### src/rtl/rf_write_queue_if.sv
// Bundle between the write-back queue, its two producers, the register file
// write port and the operand-fetch read addresses.
interface rf_write_queue_if #(
  parameter int DEPTH  = 4,
  parameter int DATA_W = 32,
  parameter int ADDR_W = 4
);
  localparam int CNT_W = $clog2(DEPTH) + 1;

  logic              alu_valid;
  logic              alu_ready;
  logic [ADDR_W-1:0] alu_addr;
  logic [DATA_W-1:0] alu_data;
  logic              mem_valid;
  logic              mem_ready;
  logic [ADDR_W-1:0] mem_addr;
  logic [DATA_W-1:0] mem_data;
  logic              rf_stall;
  logic              rf_ld;
  logic [ADDR_W-1:0] rf_addr;
  logic [DATA_W-1:0] rf_data;
  logic [ADDR_W-1:0] rd_addr_a;
  logic [ADDR_W-1:0] rd_addr_b;
  logic              fwd_hit_a;
  logic [DATA_W-1:0] fwd_data_a;
  logic              fwd_hit_b;
  logic [DATA_W-1:0] fwd_data_b;
  logic [CNT_W-1:0]  count;
  logic              full;
  logic              empty;

  modport master (
    output alu_valid, alu_addr, alu_data, mem_valid, mem_addr, mem_data,
           rf_stall, rd_addr_a, rd_addr_b,
    input  alu_ready, mem_ready, rf_ld, rf_addr, rf_data,
           fwd_hit_a, fwd_data_a, fwd_hit_b, fwd_data_b, count, full, empty
  );

  modport slave (
    input  alu_valid, alu_addr, alu_data, mem_valid, mem_addr, mem_data,
           rf_stall, rd_addr_a, rd_addr_b,
    output alu_ready, mem_ready, rf_ld, rf_addr, rf_data,
           fwd_hit_a, fwd_data_a, fwd_hit_b, fwd_data_b, count, full, empty
  );
endinterface

### src/rtl/rf_write_queue.sv
// In-order write-back queue feeding the register file write port.
// Define RF_FWD_EN to enable forwarding of pending writes to the read ports.
module rf_write_queue #(
  parameter int DEPTH  = 4,
  parameter int DATA_W = 32,
  parameter int ADDR_W = 4
) (
  input  logic          clk,
  input  logic          reset,
  rf_write_queue_if.slave bus
);
  localparam int PTR_W = $clog2(DEPTH);
  localparam int CNT_W = PTR_W + 1;

  logic [ADDR_W-1:0] addr_mem [DEPTH];
  logic [DATA_W-1:0] data_mem [DEPTH];
  logic [PTR_W-1:0]  head;
  logic [PTR_W-1:0]  tail;
  logic [CNT_W-1:0]  cnt;

  logic              full;
  logic              empty;
  logic              push;
  logic              pop;
  logic [ADDR_W-1:0] push_addr;
  logic [DATA_W-1:0] push_data;

  assign full  = (cnt == CNT_W'(DEPTH));
  assign empty = (cnt == '0);

  // Handshake: a producer transfers on valid && ready at the rising edge;
  // ready depends only on full (and mem_valid for the ALU), never on a pop.
  assign bus.mem_ready = !full;
  assign bus.alu_ready = !full && !bus.mem_valid;

  assign push      = (bus.mem_valid || bus.alu_valid) && !full;
  assign push_addr = bus.mem_valid ? bus.mem_addr : bus.alu_addr;
  assign push_data = bus.mem_valid ? bus.mem_data : bus.alu_data;
  assign pop       = !empty && !bus.rf_stall;

  assign bus.rf_ld   = pop;
  assign bus.rf_addr = empty ? '0 : addr_mem[head];
  assign bus.rf_data = empty ? '0 : data_mem[head];
  assign bus.count   = cnt;
  assign bus.full    = full;
  assign bus.empty   = empty;

  always_ff @(posedge clk) begin
    if (reset) begin
      head <= '0;
      tail <= '0;
      cnt  <= '0;
    end else begin
      if (push) begin
        addr_mem[tail] <= push_addr;
        data_mem[tail] <= push_data;
        tail           <= tail + PTR_W'(1);
      end
      if (pop) head <= head + PTR_W'(1);
      case ({push, pop})
        2'b10:   cnt <= cnt + CNT_W'(1);
        2'b01:   cnt <= cnt - CNT_W'(1);
        default: cnt <= cnt;
      endcase
    end
  end

`ifdef RF_FWD_EN
  logic [PTR_W-1:0] idx;

  // Scan from head to tail so the youngest matching entry overrides older ones.
  always_comb begin
    bus.fwd_hit_a  = 1'b0;
    bus.fwd_data_a = '0;
    bus.fwd_hit_b  = 1'b0;
    bus.fwd_data_b = '0;
    idx            = '0;
    for (int i = 0; i < DEPTH; i++) begin
      idx = head + PTR_W'(i);
      if (CNT_W'(i) < cnt) begin
        if (addr_mem[idx] == bus.rd_addr_a) begin
          bus.fwd_hit_a  = 1'b1;
          bus.fwd_data_a = data_mem[idx];
        end
        if (addr_mem[idx] == bus.rd_addr_b) begin
          bus.fwd_hit_b  = 1'b1;
          bus.fwd_data_b = data_mem[idx];
        end
      end
    end
  end
`else
  logic unused_rd_addr;
  assign unused_rd_addr = ^{bus.rd_addr_a, bus.rd_addr_b};
  assign bus.fwd_hit_a  = 1'b0;
  assign bus.fwd_data_a = '0;
  assign bus.fwd_hit_b  = 1'b0;
  assign bus.fwd_data_b = '0;
`endif
endmodule

### src/flat_wrapper.sv
// flat-port wrapper written by rule: the top's interface ports become plain ports
module rf_write_queue_flat 
#(
  parameter int DEPTH  = 4,
  parameter int DATA_W = 32,
  parameter int ADDR_W = 4
)
  (clk, reset, bus_alu_valid, bus_alu_addr, bus_alu_data, bus_mem_valid, bus_mem_addr, bus_mem_data, bus_rf_stall, bus_rd_addr_a, bus_rd_addr_b, bus_alu_ready, bus_mem_ready, bus_rf_ld, bus_rf_addr, bus_rf_data, bus_fwd_hit_a, bus_fwd_data_a, bus_fwd_hit_b, bus_fwd_data_b, bus_count, bus_full, bus_empty);
  rf_write_queue_if #(.DEPTH(DEPTH), .DATA_W(DATA_W), .ADDR_W(ADDR_W)) bus_i ();
  input  logic clk;
  input  logic reset;
  input wire logic [$bits(bus_i.alu_valid)-1:0] bus_alu_valid;
  input wire logic [$bits(bus_i.alu_addr)-1:0] bus_alu_addr;
  input wire logic [$bits(bus_i.alu_data)-1:0] bus_alu_data;
  input wire logic [$bits(bus_i.mem_valid)-1:0] bus_mem_valid;
  input wire logic [$bits(bus_i.mem_addr)-1:0] bus_mem_addr;
  input wire logic [$bits(bus_i.mem_data)-1:0] bus_mem_data;
  input wire logic [$bits(bus_i.rf_stall)-1:0] bus_rf_stall;
  input wire logic [$bits(bus_i.rd_addr_a)-1:0] bus_rd_addr_a;
  input wire logic [$bits(bus_i.rd_addr_b)-1:0] bus_rd_addr_b;
  output wire logic [$bits(bus_i.alu_ready)-1:0] bus_alu_ready;
  output wire logic [$bits(bus_i.mem_ready)-1:0] bus_mem_ready;
  output wire logic [$bits(bus_i.rf_ld)-1:0] bus_rf_ld;
  output wire logic [$bits(bus_i.rf_addr)-1:0] bus_rf_addr;
  output wire logic [$bits(bus_i.rf_data)-1:0] bus_rf_data;
  output wire logic [$bits(bus_i.fwd_hit_a)-1:0] bus_fwd_hit_a;
  output wire logic [$bits(bus_i.fwd_data_a)-1:0] bus_fwd_data_a;
  output wire logic [$bits(bus_i.fwd_hit_b)-1:0] bus_fwd_hit_b;
  output wire logic [$bits(bus_i.fwd_data_b)-1:0] bus_fwd_data_b;
  output wire logic [$bits(bus_i.count)-1:0] bus_count;
  output wire logic [$bits(bus_i.full)-1:0] bus_full;
  output wire logic [$bits(bus_i.empty)-1:0] bus_empty;
  assign bus_i.alu_valid = bus_alu_valid;
  assign bus_i.alu_addr = bus_alu_addr;
  assign bus_i.alu_data = bus_alu_data;
  assign bus_i.mem_valid = bus_mem_valid;
  assign bus_i.mem_addr = bus_mem_addr;
  assign bus_i.mem_data = bus_mem_data;
  assign bus_i.rf_stall = bus_rf_stall;
  assign bus_i.rd_addr_a = bus_rd_addr_a;
  assign bus_i.rd_addr_b = bus_rd_addr_b;
  assign bus_alu_ready = bus_i.alu_ready;
  assign bus_mem_ready = bus_i.mem_ready;
  assign bus_rf_ld = bus_i.rf_ld;
  assign bus_rf_addr = bus_i.rf_addr;
  assign bus_rf_data = bus_i.rf_data;
  assign bus_fwd_hit_a = bus_i.fwd_hit_a;
  assign bus_fwd_data_a = bus_i.fwd_data_a;
  assign bus_fwd_hit_b = bus_i.fwd_hit_b;
  assign bus_fwd_data_b = bus_i.fwd_data_b;
  assign bus_count = bus_i.count;
  assign bus_full = bus_i.full;
  assign bus_empty = bus_i.empty;
  rf_write_queue #(.DEPTH(DEPTH), .DATA_W(DATA_W), .ADDR_W(ADDR_W)) u_core (.clk(clk), .reset(reset), .bus(bus_i));
endmodule
### config.mk
export PLATFORM = sky130hd
export DESIGN_NAME = rf_write_queue_flat
export DESIGN_NICKNAME = d
export VERILOG_FILES = /design/src/rtl/rf_write_queue_if.sv /design/src/rtl/rf_write_queue.sv /design/src/flat_wrapper.sv
export SDC_FILE = /design/constraint.sdc
export NUM_CORES = 1
export LEC_CHECK = 0
export BUFFER_PORTS_ARGS = -buffer_cell sky130_fd_sc_hd__buf_2
export CORE_MARGIN = 10
export CORE_UTILIZATION = 56
export DETAILED_ROUTE_END_ITERATION = 12
export MAX_ROUTING_LAYER = met4
export PLACE_DENSITY = 0.89
export SYNTH_ARGS = -nofsm -noshare
export SYNTH_HDL_FRONTEND = slang
export SYNTH_SLANG_ARGS = --single-unit
### constraint.sdc
create_clock -name clk -period 5.8 [get_ports clk]
set_input_delay 1.16 -clock clk [delete_from_list [all_inputs] [get_ports clk]]
set_output_delay 1.16 -clock clk [all_outputs]
set_load 0.005 [all_outputs]
==> run metrics, run 1 <==
crit path time final=around 3.7 ns; Comb power frac=0.234; antenna-violating nets left=0; DR iter-0 viols=~140; gr ovfl total=0; initial antenna violation count=0; setup TNS=0 ns; post-route cell area=around 8000 um2; TritonCTS Buffers=17; Hold Vio Cnt, Final=0; Sw Share=0.273; Syn Area/Cell=roughly 18 um2; dominant cells by area after synthesis=edfxtp_1 (63%), mux4_2 (12%), buf_4 (7.2%), mux2_2 (6.1%), nor2b_1 (3.4%); DR vias/cell=5.26; final count of pins violating max slew=0; clock slew at reported path FFs=approximately 0.060 ns; DP Cell Count=643; Slew headroom=0.310; synthesis-to-finish area growth=14.5%; Worst EP arrival=roughly 2.6 ns; row cnt=40; DPL Wire Length=about 8.6 mm; crit-path cells=buf_4 > mux4_2 > nor2b_1 > buf_2; die area=approximately 17,000 um2; maximum number of pins on one net before global-route repair=42; Setup WS pre-CTS=1.95 ns; Die Width=roughly 130 um; setup violators final=0; CTS root buffer=clkbuf_16; Hold Path Class=reg2reg; CP bufs+invs=2; cts hold-fix bufs=0; Die Ht=131 um; Clock Skews=slightly above 0.006 ns; clk_lat worst skew=between 0.4 and 0.5 ns; DRC=0; PnR worst setup slack=slightly above 2 ns; Synth Register Bits=between 150 and 200; internal power=about 0.0023 W; P_sw=around 0.00086 W; r2r startpoint=u_core.bus.count[0]; R2R Setup Slk=about 3.5 ns; Worst EP required=approximately 4.6 ns; CTS tree=yes; sequential area share after synthesis=0.657; worst r2r path cells=5; effective utilization at floorplan=0.571; number of global-route vias before repair=3,750; Sink Count=~150; Detailed Routing Iterations Pass 1=5; Max Cap Violations=0; leading area contributor after synthesis=edfxtp_1; placed cell areas=between 7000 and 8000 um2; Fmax=267 MHz; Mapped Area=roughly 6900 um2; Crit path largest cell delay=0.86 ns; final net count=606; Syn Inst Count=approximately 390; cell count along the critical path=4; share of cells above drive strength 1=0.444; I/O Buffers=120; Synth top area share=0.630; status=finished clean; # diodes=0; P_leak=2.91 nW; sequential share of power=0.449; clock buffer depth=2; GRT Util Overall=0.162; first-pass GRT wire length=roughly 20 mm; fin cells=around 670; crit path launch type=register; vias=about 3,500; PD cells=~400 nW/um2; Worst Tran Pin Value=about 1.0 ns; worst-path fanout max=23; routed length per instance=between 15 and 20 um; Worst VDD drop=roughly 0.00024 V; synth warn=0; I/O pin cnt=a little under 200; RSZ-0062 raised after global routing=false; CTS H-Tree Depth=4; hold path cells=2; Post-CTS Setup Inserts=0; Critical-path top delay cell=dfxtp_2; # resized after CTS=0; Clk network pwr share=0.317; crit path kind=reg2out; Final Cycle Share=0.645; Worst setup EP type=output pin; start point of the worst hold path=u_core.head[0]; core outline area=roughly 12,000 um2; Top Family by Delay on Critical Path=flip-flops; capturing point of the worst reg2reg path=u_core.data_mem[3][16]; GPL Wtd Cong=~0.76; Routed Wire Length=approximately 13 mm; Synth cell types=26
==> synth_stat cells (all sizes together) <==
library cell  count
nor3              2
nor2b            37
o21ai             4
mux4             36
nor3b             1
xor2              2
ha                5
nor2              8
dfxtp             9
clkbuf            4
and2              4
or3b              1
or3               3
inv               7
conb              1
mux2             37
nand3             1
edfxtp          144
fa                1
a21oi             6
buf              79
==> sequential cells by signal, summed over array words and instances (netlist names), named ones only <==
signal	cells
u_core.tail	2
u_core.bus.count	3
u_core.data_mem	128
u_core.addr_mem	16
u_core.head	2
==> logic make-up (layout without fill, tap and decap cells) <==
logic type / after synthesis / after routing / synth area share
XOR/XNOR: 2 / 2 / 0.00255
adder cells (fa/ha/maj): 6 / 6 / 0.0120
AND/OR/NAND/NOR: 57 / 57 / 0.0505
flip-flops: 153 / 153 / 0.657
other: 1 / 66 / 0.000547
buffers and inverters: 90 / 160 / 0.0916
AO/OA/AOI/OAI: 10 / 10 / 0.00730
multiplexers: 73 / 73 / 0.179
==> routing by layer <==
layer | up-vias | track usage | part of all wire
met4 | 0 | 0.0458 | 0.0066
met1 | 1767 | 0.186 | 0.38
met5 | - | - | 0
li1 | 1596 | - | -
met3 | 9 | 0.0528 | 0.10
met2 | 176 | 0.269 | 0.51
==> placed cells by master, fill, tap and decap left out, types with 2 or more instances in the layout <==
master | Yosys | routed
a21oi_1 | 6 | 6
and2_2 | 0 | 4
buf_2 | 9 | 120
buf_4 | 66 | 2
clkbuf_1 | 3 | 2
clkbuf_16 | 0 | 17
clkinv_2 | 0 | 2
clkinvlp_4 | 0 | 7
conb_1 | 1 | 66
dfxtp_1 | 9 | 7
dfxtp_2 | 0 | 2
edfxtp_1 | 144 | 144
ha_1 | 5 | 5
inv_1 | 5 | 5
inv_2 | 2 | 2
mux2_2 | 37 | 37
mux4_2 | 36 | 36
nor2_1 | 8 | 8
nor2b_1 | 37 | 37
o21ai_0 | 4 | 4
or3_1 | 3 | 3
xor2_1 | 2 | 2
==> how the worst max path moves through the flow <==
stage / slack, ns / startpoint / to
floorplan: 2.86 / reset / u_core.addr_mem[0][0]
global placement: 2.15 / bus_mem_valid / u_core.data_mem[2][16]
detailed placement: 1.95 / bus_mem_valid / u_core.data_mem[3][20]
CTS: 1.92 / register / bus_rf_addr[0]
global route: 1.79 / register / bus_rf_data[30]
finish: 2.06 / register / bus_rf_addr[0]
==> layout make-up <==
| type | count | area (um2) |
|---|---|---|
| inverters | 7 | 26.3 |
| fillers | 829 | 4160 |
| well taps | 147 | 184 |
| clock inverters | 12 | 105 |
| repair buffers | 122 | 616 |
| multi-input cells | 214 | 1980 |
| clock buffers | 19 | 433 |
| flip-flops and latches | 153 | 4510 |
==> power groups by stage <==
| stage | logic (W) | registers (W) | clock network (W) |
|---|---|---|---|
| finish | 0.000734 | 0.00141 | 0.000996 |
| global route | 0.000815 | 0.00142 | 0.00107 |
| CTS | 0.000747 | 0.00141 | 0.00101 |
| detailed placement | 0.000742 | 0.00144 | 0 |
| global placement | 0.000722 | 0.00143 | 0 |
| floorplan | 0.000548 | 0.00137 | 0 |
==> metrics by stage <==
stage | hold WS [ns] | utilization | total power, W
final | 0.526 | 0.654 | 0.00314
after global routing | 0.581 | 0.654 | 0.00331
after CTS | 0.532 | 0.654 | 0.00317
after detailed placement | 0.517 | 0.609 | 0.00218
after global placement | 0.491 | 0.609 | 0.00215
after floorplan | 0.487 | - | 0.00192
==> worst min-delay path: cells and delay by family, from the launching register on <==
kind	cells	cell delay, ns
flops	1	0.31
compound gates	2	0.17
Power figures use the tool's default switching activity.
==> run 2, diff against run 1 <==
Settings changed: CORE_UTILIZATION 56 to 47, PLACE_DENSITY 0.89 to 0.8.
Clock period 5.8 ns to 3.35 ns, I/O delays scaled along.
==> run metrics, run 2 (synthesized netlist as in run 1, its figures left out) <==
status=finished clean; crit path kind=reg2out; GR Util met1=0.153 (-0.0335); final net count=615 (+1.5%); # diodes=0 (unchanged); number of global-route vias before repair=4,027 (+7.4%); Setup WS pre-CTS=0.847 ns (-1.10 ns); I/O pin cnt=195 (unchanged); number of flip-flops in the largest register=128 (unchanged); final count of pins violating max slew=0 (unchanged); Worst Hold Endpoint=u_core.tail[1]; antenna-violating nets left=0 (unchanged); cts hold-fix bufs=0 (unchanged); gr ovfl total=0 (unchanged); start point of the worst hold path=u_core.tail[1]; CTS H-Tree Depth=4 (unchanged); Worst setup EP type=output pin; first-pass GRT wire length=21.2 mm (+5.2%); synthesis-to-finish area growth=17.2%; CTS root buffer=clkbuf_16; fin cells=721 (+7.0%); maximum number of pins on one net before global-route repair=38 (-9.5%); share of cells above drive strength 1=0.453 (+0.00849); met2 usage=0.224 (-0.0458); RSZ-0062 raised after global routing=false; Hold Path Class=reg2reg; CTS tree=yes; DR vias/cell=4.91 (-6.8%); Die Width=141 um (+7.8%); DR iter-0 viols=160 (+12%); PnR worst setup slack=0.680 ns (-1.38 ns); worst r2r path cells=9 (+4); Max Cap Violations=0 (unchanged); # resized after CTS=0 (unchanged); clock buffer depth=2 (unchanged); crit path time final=around 2.7 ns; effective utilization at floorplan=0.476 (-0.0955); crit path launch type=register; die area=19,800 um2 (+16%); Final Cycle Share=0.797; Sink Count=153 (unchanged); Hold Vio Cnt, Final=0 (unchanged); capturing point of the worst reg2reg path=u_core.bus.count[2]; P_leak=3.00 nW (+3.0%); final hold slack=0.538 ns (+0.0112 ns); GPL Wtd Cong=0.737 (-3.4%); Worst EP arrival=2.00 ns (-0.58 ns); register area=4510 um2 (unchanged); commonest non-fill, non-tap cells in the layout=edfxtp_1 (144), buf_2 (120), conb_1 (66); DP Cell Count=689 (+7.2%); row cnt=44 (+10%); clk_lat worst skew=0.42 ns (about the same); GRT Max-Usage Layer=met2; setup violators final=0 (unchanged); placed cell areas=7480 um2 (+2.2%); Most flops, register=u_core.data_mem; DPL Wire Length=9.16 mm (+6.8%); GR Util met3=0.0638 (+0.0110); I/O Buffers=120 (unchanged); Fmax=375 MHz; core outline area=14,400 um2 (+20%); TritonCTS Buffers=17 (unchanged); setup TNS=0 ns (unchanged); Detailed Routing Iterations Pass 1=4 (-1); post-route cell area=8040 um2 (+2.4%); R2R Setup Slk=1.13 ns (-2.34 ns); hold path cells=2 (unchanged); Die Ht=141 um (+7.8%); DRC=0 (unchanged); routed length per instance=18.4 um (-7.0%); Worst VDD drop=0.000396 V (+65%); initial antenna violation count=0 (unchanged); GRT Util Overall=0.141 (-0.0218); Post-CTS Setup Inserts=0 (unchanged); multi-input logic area=1980 um2 (unchanged); clock slew at reported path FFs=0.06 ns (about the same); commonest non-fill, non-tap cell in the layout=edfxtp_1; Routed Wire Length=13.3 mm (-0.55%); r2r startpoint=u_core.bus.count[0]; worst-path fanout max=21 (-8.7%); PD cells=689 nW/um2 (+72%); Clock Skews=0.00457 ns (-0.00164 ns); vias=3,539 (-0.25%); FILL cells=1,142 (+38%); Worst EP required=2.68 ns (-1.96 ns)
## run 2: changes by cell type in the layout (fill, tap and decap cells not counted)
| cell | delta |
|---|---|
| buf_12 | +4 |
| buf_4 | +5 |
| bufinv_16 | +1 |
| clkbuf_1 | -1 |
| clkinv_1 | +2 |
| clkinv_2 | +2 |
| clkinvlp_4 | -4 |
| inv_6 | +1 |
## run 2: critical path, cell delays in order (launching register included)
cell and delay, ns:
dfxtp_2 0.32, buf_4 0.38, mux4_2 0.55, nor2b_1 0.16
buf_2 0.15
## run 2: power by group
part           leakage, nW  internal (W)  switching, W
Clock                0.268       0.00108      0.000713
Sequential            1.39       0.00230     0.0000597
Combinational         1.34      0.000676      0.000710
Total                 3.00       0.00405       0.00148
## run 2: layer usage
layer	part of all wire	wire, um
met5	0	0
met4	0.015	193
met1	0.39	5200
met2	0.49	6530
met3	0.10	1340
## run 2: worst max path at each step
| stage | end | cells past startpoint |
|---|---|---|
| finish | bus_rf_data[25] | 4 |
| global route | bus_rf_addr[2] | 4 |
| CTS | bus_rf_data[21] | 4 |
| detailed placement | u_core.bus.count[2] | 10 |
| global placement | u_core.bus.count[2] | 10 |
| floorplan | u_core.addr_mem[0][0] | 3 |
## run 2: layout make-up
type                            instances  area share
Timing Repair Buffer                  131      0.0912
Inverter                                7     0.00327
Clock buffer                           18      0.0534
Multi-Input combinational cell        214       0.247
Tap cell                              184      0.0286
Sequential cell                       153       0.561
Clock inverter                         14      0.0163
## run 2: through the flow
stage / total power, W / utilization
finish: 0.00554 / 0.557
global route: 0.00585 / 0.557
CTS: 0.00563 / 0.557
detailed placement: 0.00382 / 0.519
global placement: 0.00378 / 0.519
floorplan: 0.00333 / -
==> run 3, diff against run 2 <==
Settings changed: ABC_AREA set to 1, CORE_UTILIZATION 47 to 53, PLACE_DENSITY 0.8 to 0.84.
Clock period 3.35 ns to 2.5 ns, I/O delays scaled along.
==> run metrics, run 3 <==
leading area contributor after synthesis=edfxtp_1; Die Ht=137 um (-3.0%); DR iter-0 viols=373 (+130%); Mapped Area=7210 um2 (+5.1%); crit path time final=2.32 ns; Hold Path Class=in2reg; Die Width=137 um (-3.0%); I/O pin cnt=195 (unchanged); CTS tree=yes; Worst Tran Pin Value=between 0.5 and 0.6 ns; CTS root buffer=clkbuf_16; Slew headroom=0.621; Sink Count=153 (unchanged); clock buffer depth=2 (unchanged); GPL Wtd Cong=0.760 (+3.1%); Hold Vio Cnt, Final=0 (unchanged); Worst EP arrival=1.82 ns (-0.18 ns); crit path launch type=register; Worst Setup EP=bus_rf_data[22]; Worst VDD drop=0.000534 V (+35%); RSZ-0062 raised after global routing=false; Detailed Routing Iterations Pass 1=4 (unchanged); main flop type after synthesis=edfxtp_1; core outline area=13,300 um2 (-7.8%); routed length per instance=16.2 um (-12%); PD cells=937 nW/um2 (+36%); Post-CTS Setup Inserts=0 (unchanged); commonest non-fill, non-tap cells in the layout=nand2_1 (154), edfxtp_1 (144), buf_2 (120); crit path kind=reg2out; DRC=0 (unchanged); Worst setup EP type=output pin; capturing point of the worst reg2reg path=u_core.data_mem[0][8]; Synth cell types=26 (unchanged); maximum number of pins on one net before global-route repair=73 (+92%); vias=4,713 (+33%); gr ovfl total=0 (unchanged); synth warn=0 (unchanged); Syn Inst Count=641 (+64%); Final Util=0.623 (+0.0659); DR vias/cell=4.96 (+0.97%); Max Cap Violations=0 (unchanged); Synth top area share=0.600 (-0.0305); final net count=854 (+39%); Synth Register Bits=153 (unchanged); share of cells above drive strength 1=0.284 (-0.169); die area=18,700 um2 (-5.9%); final count of pins violating max slew=0 (unchanged); number of flip-flops in the largest register=128 (unchanged); Post-synth ARST share=0 (unchanged); clock slew at reported path FFs=0.06 ns (about the same); number of global-route vias before repair=4,716 (+17%); fin cells=951 (+32%); first-pass GRT wire length=23.3 mm (+10%); status=finished clean; R2R Setup Slk=0.50 ns (-0.63 ns); worst r2r path cells=5 (-4); row cnt=42 (-4.5%); Worst EP required=2.00 ns (-0.68 ns); effective utilization at floorplan=0.542 (+0.0666); top cells by count, synth=nand2_1 (154), edfxtp_1 (144), nor2_1 (85); initial antenna violation count=0 (unchanged); P_leak=3.48 nW (+16%); sequential area share after synthesis=0.625 (-0.0318); most frequent cell after synthesis=nand2_1; TritonCTS Buffers=17 (unchanged); # diodes=0 (unchanged); Final Cycle Share=0.927; commonest non-fill, non-tap cell in the layout=nand2_1; setup violators final=0 (unchanged); Post-synth EDFFs=144 (unchanged); Fmax=approximately 430 MHz; antenna-violating nets left=0 (unchanged); worst-path fanout max=48 (+130%); Clock Skews=0.00944 ns (+0.00487 ns); Most flops, register=u_core.data_mem; DPL Wire Length=9.99 mm (+9.0%); DP Cell Count=920 (+34%); CTS H-Tree Depth=4 (unchanged); I/O Buffers=120 (unchanged); Routed Wire Length=15.4 mm (+16%); Syn Area/Cell=11.2 um2 (-36%); dominant cells by area after synthesis=edfxtp_1 (60%), nand2_1 (8.0%), buf_4 (7.3%), mux2_2 (5.6%), nor2_1 (4.4%); synthesis-to-finish area growth=14.9%; clk_lat worst skew=0.42 ns (about the same); r2r startpoint=u_core.bus.count[0]; GRT Util Overall=0.165 (+0.0242); setup TNS=0 ns (unchanged)
run 3: cell families after synthesis:
group | after synthesis | share of synthesized area
flops | 153 | 0.625
other cells | 1 | 0.000520
compound gates | 80 | 0.0587
mux | 36 | 0.0562
fa+ha+maj | 6 | 0.0115
buf+inv | 117 | 0.115
simple gates | 248 | 0.134
run 3: worst min-delay path by stage:
stage / start / end / cells past startpoint
2_1_floorplan: u_core.head[0] / register / 2
3_3_place_gp: u_core.head[0] / u_core.head[0] / 2
3_5_place_dp: u_core.head[0] / u_core.head[0] / 2
4_1_cts: bus_mem_data[15] / u_core.data_mem[3][15] / 2
5_1_grt: bus_mem_data[16] / u_core.data_mem[1][16] / 2
6_report: bus_mem_data[15] / u_core.data_mem[3][15] / 2
run 3: critical path: stages (launching register included):
cell and delay [ns]:
dfxtp_2 0.38, buf_6 0.36, nor2_1 0.09, nor2_1 0.09, o21ai_1 0.08, a21oi_1 0.23
buf_2 0.16
run 3: final cells by class:
cell class | count | area, um2
Clock buffer | 18 | 429
Clock inverter | 13 | 144
Multi-Input combinational cell | 436 | 2150
Tap cell | 176 | 220
Fill cell | 1040 | 5010
Sequential cell | 153 | 4510
Inverter | 20 | 80.1
Timing Repair Buffer | 135 | 754
run 3: repair_timing:
action,in CTS,in global routing
hold buffers,0,0
setup endpoints to repair,0,7
resized for setup,0,1
endpoints found under the hold margin,0,0
run 3: power by group:
group          leakage (nW)  internal [W]  switching, W
clock                 0.270       0.00147       0.00100
combinational          1.82      0.000757       0.00137
sequential             1.39       0.00309     0.0000784
total                  3.48       0.00532       0.00245
run 3: per-stage QoR:
step / worst slack [ns] / instance area [um2] / hold slack, ns / total power [W]
2_1_floorplan: -0.312 / 7450 / 0.448 / 0.00470
3_3_place_gp: 0.423 / 7710 / 0.465 / 0.00529
3_5_place_dp: 0.367 / 7710 / 0.478 / 0.00536
4_1_cts: 0.0675 / 8280 / 0.412 / 0.00783
5_1_grt: 0.0205 / 8290 / 0.427 / 0.00819
6_report: 0.184 / 8290 / 0.431 / 0.00777
run 3: routing by layer:
metal / vias to the layer above / part of all wire / GRT usage
met4: 0 / 0.011 / 0.0633
met2: 225 / 0.51 / 0.271
li1: 2279 / - / -
met5: - / 0 / -
met1: 2193 / 0.39 / 0.192
met3: 16 / 0.095 / 0.0400
